===== src/rtl/pe_au_seq.sv =====
// Operation sequencer in front of a PE DSP arithmetic unit: turns a stream of
// FIOS limb triples into latency-aligned A/B/C/OPMODE issues and collects P limbs.
module pe_au_seq #(
    parameter int ABREG = 1,
    parameter int MREG  = 1
) (
    input  logic        clock_i,
    input  logic        reset_n_i,
    input  logic        in_valid_i,
    output logic        in_ready_o,
    input  logic [16:0] in_a_i,
    input  logic [16:0] in_b_i,
    input  logic [16:0] in_t_i,
    input  logic        in_last_i,
    output logic [16:0] au_a_o,
    output logic [16:0] au_b_o,
    output logic [33:0] au_c_o,
    output logic        au_creg_en_o,
    output logic [8:0]  au_opmode_o,
    input  logic [33:0] au_p_i,
    output logic        out_valid_o,
    output logic [16:0] out_limb_o,
    output logic        out_last_o
);

    localparam int DSP_REG_LEVEL = 1 + ABREG + MREG;
    localparam int OPM_STAGE     = DSP_REG_LEVEL - 2;
    localparam int P_STAGE       = DSP_REG_LEVEL;

    generate
        if (ABREG + MREG < 1) begin : g_bad_cfg
            $error("pe_au_seq: ABREG+MREG must be at least 1");
        end
    endgenerate

    localparam logic [8:0] OPM_IDLE   = 9'h000;
    localparam logic [8:0] OPM_FIRST  = 9'h035;
    localparam logic [8:0] OPM_NEXT   = 9'h1D5;
    localparam logic [8:0] OPM_FLUSH  = 9'h050;
    localparam logic [8:0] OPM_BUBBLE = 9'h020;

    typedef enum logic [1:0] {
        S_IDLE,
        S_BURST,
        S_FLUSH
    } state_t;

    typedef enum logic [2:0] {
        OP_NONE,
        OP_FIRST,
        OP_NEXT,
        OP_FLUSH,
        OP_BUBBLE
    } op_t;

    typedef struct packed {
        op_t         op;
        logic [16:0] t;
    } desc_t;

    state_t      state_q, state_d;
    logic [16:0] a_q, a_d;
    logic [16:0] b_q, b_d;
    desc_t       pipe_q [0:P_STAGE];
    desc_t       pipe_d [0:P_STAGE];
    desc_t       new_desc;
    desc_t       alu_desc;
    desc_t       p_desc;
    logic        out_valid_q, out_valid_d;
    logic [16:0] out_limb_q, out_limb_d;
    logic        out_last_q, out_last_d;
    logic        accept;
    logic        unused_p_hi;

    // Carry lives in the upper P bits inside the AU; only the low limb is taken here.
    assign unused_p_hi = ^au_p_i[33:17];

    assign in_ready_o = (state_q != S_FLUSH);
    assign accept     = in_valid_i & in_ready_o;

    always_comb begin
        state_d = state_q;
        case (state_q)
            S_IDLE, S_BURST: begin
                if (accept) begin
                    state_d = in_last_i ? S_FLUSH : S_BURST;
                end
            end
            S_FLUSH: state_d = S_IDLE;
            default: state_d = S_IDLE;
        endcase
    end

    // One op enters the pipe every cycle; gaps inside a word become P-hold bubbles.
    always_comb begin
        a_d         = '0;
        b_d         = '0;
        new_desc.op = OP_NONE;
        new_desc.t  = '0;
        if (accept) begin
            a_d         = in_a_i;
            b_d         = in_b_i;
            new_desc.op = (state_q == S_IDLE) ? OP_FIRST : OP_NEXT;
            new_desc.t  = in_t_i;
        end else if (state_q == S_FLUSH) begin
            new_desc.op = OP_FLUSH;
        end else if (state_q == S_BURST) begin
            new_desc.op = OP_BUBBLE;
        end
    end

    always_comb begin
        pipe_d[0] = new_desc;
        for (int i = 1; i <= P_STAGE; i++) begin
            pipe_d[i] = pipe_q[i-1];
        end
    end

    assign alu_desc = pipe_q[OPM_STAGE];
    assign p_desc   = pipe_q[P_STAGE];

    always_comb begin
        au_opmode_o  = OPM_IDLE;
        au_creg_en_o = 1'b0;
        au_c_o       = '0;
        case (alu_desc.op)
            OP_FIRST: begin
                au_opmode_o  = OPM_FIRST;
                au_creg_en_o = 1'b1;
                au_c_o       = {17'b0, alu_desc.t};
            end
            OP_NEXT: begin
                au_opmode_o  = OPM_NEXT;
                au_creg_en_o = 1'b1;
                au_c_o       = {17'b0, alu_desc.t};
            end
            OP_FLUSH:  au_opmode_o = OPM_FLUSH;
            OP_BUBBLE: au_opmode_o = OPM_BUBBLE;
            default:   au_opmode_o = OPM_IDLE;
        endcase
    end

    always_comb begin
        out_valid_d = (p_desc.op == OP_FIRST) || (p_desc.op == OP_NEXT) ||
                      (p_desc.op == OP_FLUSH);
        out_limb_d  = out_valid_d ? au_p_i[16:0] : 17'd0;
        out_last_d  = (p_desc.op == OP_FLUSH);
    end

    always_ff @(posedge clock_i or negedge reset_n_i) begin
        if (!reset_n_i) begin
            state_q     <= S_IDLE;
            a_q         <= '0;
            b_q         <= '0;
            out_valid_q <= 1'b0;
            out_limb_q  <= '0;
            out_last_q  <= 1'b0;
            for (int i = 0; i <= P_STAGE; i++) begin
                pipe_q[i] <= '{op: OP_NONE, t: 17'd0};
            end
        end else begin
            state_q     <= state_d;
            a_q         <= a_d;
            b_q         <= b_d;
            out_valid_q <= out_valid_d;
            out_limb_q  <= out_limb_d;
            out_last_q  <= out_last_d;
            for (int i = 0; i <= P_STAGE; i++) begin
                pipe_q[i] <= pipe_d[i];
            end
        end
    end

    assign au_a_o      = a_q;
    assign au_b_o      = b_q;
    assign out_valid_o = out_valid_q;
    assign out_limb_o  = out_limb_q;
    assign out_last_o  = out_last_q;

endmodule


===== config.mk =====
export PLATFORM = sky130hd
export DESIGN_NAME = pe_au_seq
export DESIGN_NICKNAME = d
export VERILOG_FILES = /design/src/rtl/pe_au_seq.sv
export SDC_FILE = /design/constraint.sdc
export NUM_CORES = 1
export LEC_CHECK = 0
export CAP_MARGIN = 20
export CORE_MARGIN = 3
export CORE_UTILIZATION = 40
export DETAILED_ROUTE_END_ITERATION = 8
export PLACE_DENSITY = 0.78
export SKIP_CTS_REPAIR_TIMING = 1
export SYNTH_ARGS = -nofsm -noshare
export SYNTH_HDL_FRONTEND = slang
export SYNTH_SLANG_ARGS = --single-unit

===== constraint.sdc =====
create_clock -name clock_i -period 3.56 [get_ports clock_i]
set_input_delay 0.712 -clock clock_i [delete_from_list [all_inputs] [get_ports clock_i]]
set_output_delay 0.712 -clock clock_i [all_outputs]
set_load 0.005 [all_outputs]

Word level (Yosys, flattened, before mapping)
Cells that the tools add are included.
Word-level totals
  memories kept: 0
  output and inout port bits: 98
  input port bits: 89
  bits in read-only memories: 0
  RAM bits: 0
  latch bits: 0
  register bits after elaboration: 101
  logic and storage cells: 43
Operators by class
  add/sub/neg operators: 0
  div/mod/pow operators: 0
  multipliers: 0
  muxes and demuxes: 14
  reduce and logical (&&, ||, !) cells: 5
  equal/unequal tests: 11
  order comparisons: 0
  shift-type cells: 0
  bitwise gates (word level): 1
Operators by type and width (number)
  $mux 17: 5
  $pmux 9 s4: 1
  $eq 3x2->1 const B: 4
  $mux 3: 3
  $mux 2: 4
  $eq 3x1->1 const B: 2
  $ne 2x2->1 const B: 2
  $reduce_or 2->1: 2
  $eq 3x3->1 const B: 1
  $eq 2x1->1 const B: 1
  $eq 2x2->1 const B: 1
  $logic_not 2->1: 1
  $logic_or 1x1->1: 2
  $and 1x1->1: 1
  $mux 1: 1

Depth between registers and ports, before layout
  depth after elaboration: 4
  mapped depth: 4

Least setup slack after synthesis
OpenSTA, ideal clock, no wires.
  kind: register to output
  start point: register pipe_q (netlist bit alu_desc[17])
  end point: output au_opmode_o[2]
  path slack: 1.653 ns
  data arrival time: 1.195 ns
  path buffers: 2
  stages on the path, launching flop included: 5
  path through: dfrtp_1 -> xnor2_2 -> buf_6 -> nor2_1 -> buf_4
Between the ends
  longest elaborated chain between the ends: 2
  elaborated cells on any way between the ends: 5
RTL lines
  start, declared: RTL line 64  | desc_t pipe_q [0:P_STAGE];
  start signal, assigned by index: RTL line 159  | pipe_q[i] <= '{op: OP_NONE, t: 17'd0};
  start signal, assigned by index: RTL line 169  | pipe_q[i] <= pipe_d[i];
  $eq 3x3->1, or another cell as far along: RTL line 126  | case (alu_desc.op)
  $pmux 9 s4 *: RTL line 126
  end, declared: RTL line 19  | output logic [8:0] au_opmode_o,
Mark *: on every way between the ends. The rest lies on a longest branch, timed or not.

Worst setup path in the final report
  start point: register pipe_q (netlist bit alu_desc[17])
  end point: output au_c_o[5]
Between the ends
  longest elaborated chain between the ends: 3
  elaborated cells on any way between the ends: 4
RTL lines
  $eq 3x2->1 or $eq 3x1->1 (tied branches): RTL line 126
  $reduce_or 2->1 (no source line) *
  $mux 17 *: RTL line 126
  end, declared: RTL line 17  | output logic [33:0] au_c_o,
Marks and branches as above.

==> out/results.ini <==
[yosys]
yosys.area.top_type=dfrtp_1
yosysSeqAreaShare_pct=69.99
ys_warn_count=0
syn_inst=245
synthTopCellsByArea=dfrtp_1, and3b_1, buf_4
synth_seq_cells=101
yosysTopAreaCellShare_pct=69.99
syn_area_sq_um=3611
synth.distinct_cells=21
avgSynthCellArea_sq_um=14.74

[layout]
multi_input_area_sq_um=922.1
final_layout_size_suffix_gt1_share_pct=8.543
ff_latch_area_sq_um=2527
fillers=707
fin_nets=482
num_antenna_cells=0
mostFrequentLayoutCells=clkdlybuf4s50_1, dfrtp_1, and3b_1
area_growth_pct=47.26
final_core_util_pct=60.68
design_area_sq_um=5318
mostFrequentLayoutCell=clkdlybuf4s50_1
fin_cells=506

[drt]
dr_wl_met3_microns=758
viasPerCell=4.466
drc=0
met1Wirelength_microns=3002
routed_wl_microns=7623
top_layer=met4
wl_met2_microns=3777
vias=2260
firstDrtPassIters=3
postRouteAntennaNets=0
drtIter0Drc=39
wl_per_cell_microns=15.07

[sta]
fin_tns_setup_ps=0
finClkSkew_ps=10.22
hold_viol=0
fmax_mhz=337.0
timing.final.crit_share_pct=83.36
slew_headroom_pct=39.18
fin_crit_ps=2967
slew_violations=0
worstMarginPinSlew_ps=912.3
setup_viol_count_final=0
rsz0062_at_grt=false

[power]
finalPower_mw=2.335
power_leakage_nw=2.500
ir_drop_v=0.0002257
powerDensity_nw_per_um2=439.2

[worst_setup_path]
startpoint_type=flip-flop
reg2reg_slack_ps=2250
crit_required_ps=2850
critical_path_class=flip-flop to output port
critical_path_arrival_ps=2260
critPathMaxFanout=11
end_kind=output port
r2r-end=au_b_o[10]$_DFF_PN0_
ff2ff_path_depth=3
r2r-start=state_q[0]$_DFFE_PN0P_

[floorplan]
io_pins=187
die_w_microns=101.0
core_area_sq_um=8763
dieArea_sq_um=10200
chipHeight_microns=101.0
start_util_pct=41.21
rows=34

[cts]
clock_latency_ps=360
cts.clk_slew.worst_paths_ps=100
numCtsBuffers=9
root_buffer=clkbuf_8
cts_max_path_buffers=2
numClockSinks=101
cts_tree=done
cts_max_level=3

[run]
cap_violations=0

[global_route]
overflow=0
grt_max_degree=67
grt_util_all_layers_pct=15.56
grt_pass1_vias=2392
grt_first_pass_wirelength_microns=12200
antenna_found_initial=0

[placement]
dp_hpwl_microns=5504
gp_congestion=0.6821
io_buffers=150
placed_cells=490
placed_cell_area_sq_um=5125

[worst_hold_path]
hp-start=pipe_d[41]$_DFF_PN0_
hold_end=alu_desc[1]$_DFF_PN0_
worstHoldPathCells=0
hold_class=flip-flop to flip-flop

[outcome]
outcome=completed

==> where the power goes <==
part | leakage, nW | switching (mW) | internal (mW)
clock | 0.0929 | 0.408 | 0.287
sequential | 1.31 | 0.0337 | 1.23
combinational | 1.10 | 0.136 | 0.244
==> through the flow <==
step | hold slack, ps | worst slack [ps]
2_1_floorplan | 331.2 | 1653
3_3_place_gp | 332.0 | 1010
3_5_place_dp | 334.7 | 957.8
4_1_cts | 357.9 | 560.9
5_1_grt | 361.0 | 469.5
6_report | 353.4 | 592.5
==> cells by family (layout without fill, tap and decap cells) <==
family | count (synthesis) | in the layout | share of synthesized area [%]
AND/OR/NAND/NOR | 101 | 101 | 22.18
AO/OA/AOI/OAI | 3 | 3 | 0.6932
other | 1 | 19 | 0.1039
XOR/XNOR | 2 | 2 | 0.6932
buffers and inverters | 37 | 172 | 6.341
flip-flops | 101 | 101 | 69.99
==> flip-flops by register name, summed over array words and instances, names as in the netlist <==
register     count
au_b_o          17
state_q          2
pipe_d          23
out_last_o       1
alu_desc        20
au_a_o          17
out_limb_o      17
p_desc           3
out_valid_o      1
==> layer usage <==
layer | vias up | track usage [%]
met2 | 102 | 25.01
met5 | - | 0
met1 | 1095 | 19.07
li1 | 1057 | -
met3 | 6 | 6.505
met4 | 0 | 5.010
==> critical path, stage by stage, from the launching register on <==
cell,delay [ps]
dfrtp_1,470
xnor2_2,540
buf_4,300
nor3b_1,70
clkdlybuf4s50_1,510
==> worst max-delay path by stage <==
stage          slack (ps)  depth (start not counted)             end                   start
2_1_floorplan        1650                          4  au_opmode_o[2]  alu_desc[17]$_DFF_PN0_
3_3_place_gp         1010                          4       au_c_o[3]  alu_desc[17]$_DFF_PN0_
3_5_place_dp          960                          4       au_c_o[5]  alu_desc[17]$_DFF_PN0_
4_1_cts               560                          4       au_c_o[5]  alu_desc[17]$_DFF_PN0_
5_1_grt               470                          4       au_c_o[5]  alu_desc[17]$_DFF_PN0_
6_report              590                          4       au_c_o[5]  alu_desc[17]$_DFF_PN0_
==> area by class of cell <==
| cell class | count | area share [%] |
|---|---|---|
| Clock inverter | 6 | 1.035 |
| Sequential cell | 101 | 47.53 |
| Timing Repair Buffer | 155 | 28.89 |
| Tap cell | 108 | 2.541 |
| Clock buffer | 10 | 2.588 |
| Multi-Input combinational cell | 125 | 17.34 |
| Inverter | 1 | 0.07059 |
==> cells in the mapped netlist <==
library cell and number:
a211oi_1 1, a21o_1 1, and2_1 18, and2b_2 1
and3b_1 51, buf_2 3, buf_4 21, buf_6 1
clkbuf_1 11, conb_1 1, dfrtp_1 101, inv_1 1
nand2_1 2, nor2_1 10, nor2b_1 1, nor2b_4 1
nor3b_1 9, nor3b_2 8, o21ba_2 1, xnor2_1 1
xnor2_2 1
Power figures use the tool's default switching activity.
